==> src/rtl/apb_protocol_monitor.sv <==
// apb_protocol_monitor: passive observer for one APB master bus.
// It flags protocol violations (X/Z values, phase order, one-hot select,
// signal stability, wait-state timeout). It also reports each completed
// transfer together with its attributes and the number of wait states.
//
// state  | meaning
// IDLE   | no transfer open; waiting for a SETUP sample
// ACCESS | SETUP seen and latched; waiting for a completing ACCESS sample
module apb_protocol_monitor #(
  parameter int PADDR_WIDTH    = 32,
  parameter int PWDATA_WIDTH   = 32,
  parameter int PRDATA_WIDTH   = 32,
  parameter int NUM_SLAVES     = 16,
  parameter int TIMEOUT_CYCLES = 16,
  parameter int CNT_WIDTH      = 8,
  localparam int XDATA_WIDTH   = (PWDATA_WIDTH > PRDATA_WIDTH) ? PWDATA_WIDTH : PRDATA_WIDTH,
  localparam int WAIT_WIDTH    = $clog2(TIMEOUT_CYCLES + 1)
) (
  input  logic                    pclock,
  input  logic                    preset,
  input  logic [PADDR_WIDTH-1:0]  paddr,
  input  logic                    prwd,
  input  logic [PWDATA_WIDTH-1:0] pwdata,
  input  logic                    penable,
  input  logic                    pready,
  input  logic [PRDATA_WIDTH-1:0] prdata,
  input  logic                    pslverr,
  input  logic [NUM_SLAVES-1:0]   psel,
  input  logic                    has_checks,
  input  logic                    clear_err,
  output logic                    err_valid,
  output logic [3:0]              err_code,
  output logic [3:0]              first_err_code,
  output logic [CNT_WIDTH-1:0]    err_count,
  output logic                    xfer_done,
  output logic                    xfer_write,
  output logic [PADDR_WIDTH-1:0]  xfer_addr,
  output logic [XDATA_WIDTH-1:0]  xfer_data,
  output logic                    xfer_slverr,
  output logic [4:0]              xfer_slave,
  output logic [WAIT_WIDTH-1:0]   xfer_waits
);

  typedef enum logic {
    S_IDLE   = 1'b0,
    S_ACCESS = 1'b1
  } state_t;

  state_t state_q, state_d;

  logic [PADDR_WIDTH-1:0]  lat_addr;
  logic                    lat_write;
  logic [PWDATA_WIDTH-1:0] lat_wdata;
  logic [NUM_SLAVES-1:0]   lat_sel;
  logic [WAIT_WIDTH-1:0]   wait_q;
  logic [WAIT_WIDTH-1:0]   wait_inc;

  logic        sel_any, setup_seen, access_seen;
  logic        in_access, complete, wait_hit, mismatch;
  logic [11:1] viol;
  logic [3:0]  viol_code;
  logic [4:0]  slave_idx;

  logic                 err_valid_d;
  logic [3:0]           err_code_d;
  logic [3:0]           first_d;
  logic [CNT_WIDTH-1:0] err_count_d;
  logic [XDATA_WIDTH-1:0] xfer_data_d;

  assign sel_any     = |psel;
  assign setup_seen  = sel_any & ~penable;
  assign access_seen = sel_any & penable;
  assign in_access   = (state_q == S_ACCESS);
  assign wait_inc    = wait_q + WAIT_WIDTH'(1);
  assign wait_hit    = (wait_inc == WAIT_WIDTH'(TIMEOUT_CYCLES));
  assign complete    = in_access & access_seen & pready;
  assign mismatch    = (paddr != lat_addr) || (prwd != lat_write) || (psel != lat_sel) ||
                       (prwd && (pwdata != lat_wdata));

  // Collect every violation present in this sample, one bit per code.
  always_comb begin
    viol = '0;
`ifndef SYNTHESIS
    viol[1]  = sel_any && $isunknown(paddr);
    viol[2]  = sel_any && $isunknown(prwd);
    viol[3]  = sel_any && (prwd == 1'b1) && $isunknown(pwdata);
    viol[4]  = $isunknown(penable);
    viol[5]  = $isunknown(psel);
    viol[11] = complete && !lat_write && $isunknown(prdata);
`endif
    viol[6]  = (psel & (psel - NUM_SLAVES'(1))) != '0;
    viol[7]  = !in_access && access_seen;
    viol[8]  = in_access && !access_seen;
    viol[9]  = in_access && access_seen && mismatch;
    viol[10] = in_access && access_seen && !pready && wait_hit;
  end

  // Lowest-numbered violation wins; scanning downward leaves it last.
  always_comb begin
    viol_code = 4'd0;
    for (int i = 11; i >= 1; i--) begin
      if (viol[i]) viol_code = 4'(i);
    end
  end

  // Index of the lowest set bit of the latched select.
  always_comb begin
    slave_idx = 5'd0;
    for (int i = NUM_SLAVES - 1; i >= 0; i--) begin
      if (lat_sel[i]) slave_idx = 5'(i);
    end
  end

  // FSM state register.
  always_ff @(posedge pclock or negedge preset) begin
    if (!preset) state_q <= S_IDLE;
    else         state_q <= state_d;
  end

  // FSM next-state logic.
  always_comb begin
    state_d = state_q;
    case (state_q)
      S_IDLE: begin
        if (setup_seen) state_d = S_ACCESS;
      end
      S_ACCESS: begin
        if (access_seen) begin
          if (pready || wait_hit) state_d = S_IDLE;
        end else if (setup_seen) begin
          state_d = S_ACCESS;
        end else begin
          state_d = S_IDLE;
        end
      end
      default: state_d = S_IDLE;
    endcase
  end

  // FSM output logic: next values of the registered outputs.
  always_comb begin
    err_valid_d = has_checks && (viol != '0);
    err_code_d  = err_valid_d ? viol_code : 4'd0;
    err_count_d = err_count;
    first_d     = first_err_code;
    if (clear_err) begin
      err_count_d = err_valid_d ? CNT_WIDTH'(1) : '0;
      first_d     = err_valid_d ? viol_code : 4'd0;
    end else if (err_valid_d) begin
      if (err_count != '1) err_count_d = err_count + CNT_WIDTH'(1);
      if (first_err_code == 4'd0) first_d = viol_code;
    end
    xfer_data_d = lat_write ? XDATA_WIDTH'(lat_wdata) : XDATA_WIDTH'(prdata);
  end

  // SETUP latch and wait-state counter; a new SETUP always relatches.
  always_ff @(posedge pclock or negedge preset) begin
    if (!preset) begin
      lat_addr  <= '0;
      lat_write <= 1'b0;
      lat_wdata <= '0;
      lat_sel   <= '0;
      wait_q    <= '0;
    end else if (setup_seen) begin
      lat_addr  <= paddr;
      lat_write <= prwd;
      lat_wdata <= pwdata;
      lat_sel   <= psel;
      wait_q    <= '0;
    end else if (in_access && access_seen && !pready) begin
      wait_q    <= wait_inc;
    end
  end

  // Registered outputs; transfer attributes load only on completion.
  always_ff @(posedge pclock or negedge preset) begin
    if (!preset) begin
      err_valid      <= 1'b0;
      err_code       <= 4'd0;
      first_err_code <= 4'd0;
      err_count      <= '0;
      xfer_done      <= 1'b0;
      xfer_write     <= 1'b0;
      xfer_addr      <= '0;
      xfer_data      <= '0;
      xfer_slverr    <= 1'b0;
      xfer_slave     <= 5'd0;
      xfer_waits     <= '0;
    end else begin
      err_valid      <= err_valid_d;
      err_code       <= err_code_d;
      first_err_code <= first_d;
      err_count      <= err_count_d;
      xfer_done      <= complete;
      if (complete) begin
        xfer_write  <= lat_write;
        xfer_addr   <= lat_addr;
        xfer_data   <= xfer_data_d;
        xfer_slverr <= pslverr;
        xfer_slave  <= slave_idx;
        xfer_waits  <= wait_q;
      end
    end
  end

endmodule

==> config.mk <==
export PLATFORM = sky130hd
export DESIGN_NAME = apb_protocol_monitor
export DESIGN_NICKNAME = d
export VERILOG_FILES = /design/src/rtl/apb_protocol_monitor.sv
export SDC_FILE = /design/constraint.sdc
export NUM_CORES = 1
export LEC_CHECK = 0
export ABC_AREA = 1
export BUFFER_PORTS_ARGS = -buffer_cell sky130_fd_sc_hd__buf_2
export CORE_ASPECT_RATIO = 1.1
export CORE_MARGIN = 8
export CORE_UTILIZATION = 30
export DETAILED_ROUTE_END_ITERATION = 12
export PLACE_DENSITY = 0.49
export REMOVE_ABC_BUFFERS = 1
export SETUP_SLACK_MARGIN = 0.4
export SLEW_MARGIN = 30
export SYNTH_ARGS = -nofsm -noshare
export SYNTH_HDL_FRONTEND = slang
export SYNTH_SLANG_ARGS = --single-unit
export TNS_END_PERCENT = 1
==> constraint.sdc <==
create_clock -name pclock -period 2 [get_ports pclock]
set_clock_uncertainty 0.05 [all_clocks]
set_input_delay 0.2 -clock pclock [delete_from_list [all_inputs] [get_ports pclock]]
set_output_delay 0.2 -clock pclock [all_outputs]
set_load 0.05 [all_outputs]
==> results.md <==
- Critical Path Sink Type: register
- IO Port Bufs: 212
- Register area: around 4500 um2
- Fin. max-slew vios: 0
- CTS clk-pin slew, worst paths: 0.08 ns
- Post-synth top cells: nand2_1, dfrtp_1, nor2_1, inv_1, o21ai_0
- DR WL/cell: between 10 and 15 um
- Worst-Margin Slew: 0.844 ns
- CP cell instances: xnor2_1 > nand2_1 > nor2_1 > nand2_1 > nor2_2 > nand2_1 > nand2_2 > nand3_4 > nand3_4 > nand4_4 > nand2_4 > nand2_1 > nand2_1
- Skew-Pair Late Insertion Delay: between 0.4 and 0.5 ns
- Hold slack final: between 0.01 and 0.015 ns
- Top cell type by total area after synthesis: dfrtp_1
- Clock Path Buffers: 2
- Critical Path RT: between 2 and 2.5 ns
- Die area: between 30,000 and 40,000 um2
- CTS Buf Count: 17
- Max Freq: ~0.51 GHz
- Pwr dens: 882 nW/um2
- Worst vdd rail ir drop: around 0.52 mV
- Top area cells in the synthesized netlist: dfrtp_1, nand2_1, o21ai_0
- Worst path most repeated cell: nand2_1
- Pin count of the biggest net entering global routing: 58
- Number of global-route vias before repair: ~8,300
- WS Path Type: register to register
- RSZ-0062 raised after global routing: true
- Aggregate global routing overflow: 0
- Remaining routing DRC violations: 0
- NumNets Final: 1,544
- Fin. Hold Viols: 0
- Worst setup SP type: register
- Global-route wire length before repair: 42,700 um
- Gr usage total: 0.148
- First-pass DRT Iterations: 5
- Antenna Violating Nets Remaining: 0
- Gpl congestion: 0.776
- Async S/R FF share, synth: 1.00
- Starting Density: 0.304
- Avg Synthesized Cell Area: about 8.3 um2
- Min cycle time layout: 1.97 ns
- Util after Layout: 0.421
- DR vias/cell: 4.42
- Cell Area, Synth: between 8000 and 9000 um2
- Pre-CTS WS: -0.268 ns
- Max incr delay on CP: ~0.39 ns
- Share of the synthesized area in the top cell type: 0.501
- Dpl hpwl: 19,500 um
- Initial antenna violation count: 8
- TritonCTS clock tree: yes
- Die Wd: approximately 180 um
- WL final: around 26,000 um
- Cell family with most CP delay: simple AND/OR/NAND/NOR gates
- Maxcap violations: 0
- IO Count: 214
- Clock sinks: 180
- Rel. slew slack: 0.430
- Worst Path Arrival: approximately 2.3 ns
- Area of the multi-input gates: just over 4000 um2
- Die Span Y: between 150 and 200 um
- Outcome: finished clean
- Setup violators final: 0
- Flops & latches, synth: 180
- Buf/Inv on CP: 0
- Drt initial violations: between 300 and 400
- Mapped Cells: between 1,000 and 1,500
- Cell Count, Final, Fillers Out: between 1,500 and 2,000
- CP Max Fanout: 8
- Final Cycle Share: 0.984
- Core area: between 20,000 and 30,000 um2
- Root Driver: clkbuf_16
- Via count: 8,002
- Slowest CP cell: dfrtp_1
- Num rows: 66
- Post-synth EDFFs: 0
- Final worst slack: 0.0314 ns
- Inst Count DP: 1,721
- Register area share after synthesis: 0.501
- Library cells used by synthesis: 41
- Fillcell total: between 3,000 and 4,000
- Htree depth: 4
- Area Growth Syn to Fin: 38.5%
- Top-count cell post-synth: nand2_1
- Main synth FF type: dfrtp_1
- Hold/Removal Path Class: input pin to register
- Number of synthesis warnings: 0
- Share of cells above drive strength 1: 0.301
- Leak Pwr: between 6 and 7 nW
==> layout make-up <==
cell class                 instances  share of cell area
sequential                       180               0.362
multi-input combinational        760               0.326
timing repair buffer             359               0.194
tap                              374              0.0376
clock buffer                      19              0.0356
inverter                         103              0.0316
clock inverter                    13              0.0131
antenna                            4            0.000804
==> cells by family (layout without fill, tap and decap cells) <==
logic type                 count (synthesis)  count (layout)  synth area share
and+or+nand+nor                          524             524             0.245
DFF                                      180             180             0.501
AOI/OAI and AO/OA                        142             142            0.0881
buffers and inverters                    139             494            0.0635
xor gates and xnor gates                  53              53            0.0516
muxes                                     37              37            0.0463
adders and majority gates                  3               3           0.00418
other                                      1               5          0.000417
==> flip-flops by register name (all words and copies together), names as in the netlist, 4 cells and up <==
signal	cells
xfer_slave	4
err_code	4
xfer_data	32
lat_addr	32
lat_sel	16
err_count	8
first_err_code	4
xfer_addr	32
xfer_waits	5
lat_wdata	32
wait_q	5
==> final timing paths <==
kind | start | endpoint | slack (ns) | cells past startpoint
hold / removal | prdata[8] | xfer_data[8] | 0.01 | 3
setup reg to reg | lat_wdata[29] | err_count[2] | 0.03 | 13
hold reg to reg | xfer_addr[15] | xfer_addr[15] | 0.43 | 2
max in group asynchronous | preset | lat_addr[0] | 1.15 | 3
min in group asynchronous | preset | xfer_data[13] | 0.15 | 2
setup / recovery | lat_wdata[29] | err_count[2] | 0.03 | 13
==> routing by layer <==
metal  up-vias  share of wire  track usage  wire [um]
met4        10          0.016       0.0386        423
met2       137           0.48        0.255      12800
met1      3718           0.45        0.182      12000
met3        32          0.044       0.0384       1170
li1       4105              -            -          -
met5         -         0.0024            0         64
==> stage by stage <==
stage                     setup TNS (ns)  power (mW)  cell area, um2
after CTS                       -0.00154        11.1           12400
final                                  0        11.0           12500
after detailed placement           -3.34        7.43           11100
after global placement             -2.57        7.39           11100
after global routing               -1.63        11.6           12500
after floorplan                  -114.38        6.33            8810
==> power by group <==
part / internal [mW] / switching (mW) / total (mW)
Combinational: 1.01 / 2.05 / 3.06
Sequential: 4.09 / 0.286 / 4.37
Clock: 1.93 / 1.62 / 3.55
==> repair_timing <==
action,4_1_cts,5_1_grt
cloned,0,0
pin swaps,13,16
setup buffers,3,1
setup endpoints to repair,16,78
resized for setup,19,25
hold buffers,51,0
hold endpoints to repair,230,0
==> layout by cell type (no fill, tap or decap), types with 4 or more instances in the layout <==
cell           count
dfrtp_1          180
xnor2_1           39
inv_1             95
nand2_4            4
o21ai_0           87
nor2_4             9
o21ai_1           13
inv_6              5
clkbuf_16         17
nand2_2            4
nand3_2            4
mux2_2            37
o31ai_1           23
nor2_2            13
nand4_1            5
xor2_1            14
inv_8              4
nand3_1           26
dlygate4sd3_1     51
buf_2            211
inv_2              5
nand2_1          353
buf_4             87
diode_2            4
nor2_1            90
buf_12             7
a21oi_1            8
==> worst register-to-register path, stage by stage, from the launching register on <==
cell	delay, ns
dfrtp_1	0.39
xnor2_1	0.16
nand2_1	0.07
nor2_1	0.12
nand2_1	0.07
nor2_2	0.17
nand2_1	0.10
nand2_2	0.15
nand3_4	0.11
nand3_4	0.09
nand4_4	0.15
nand2_4	0.16
nand2_1	0.06
nand2_1	0.06
No activity file was read; power rests on OpenSTA's default activity.
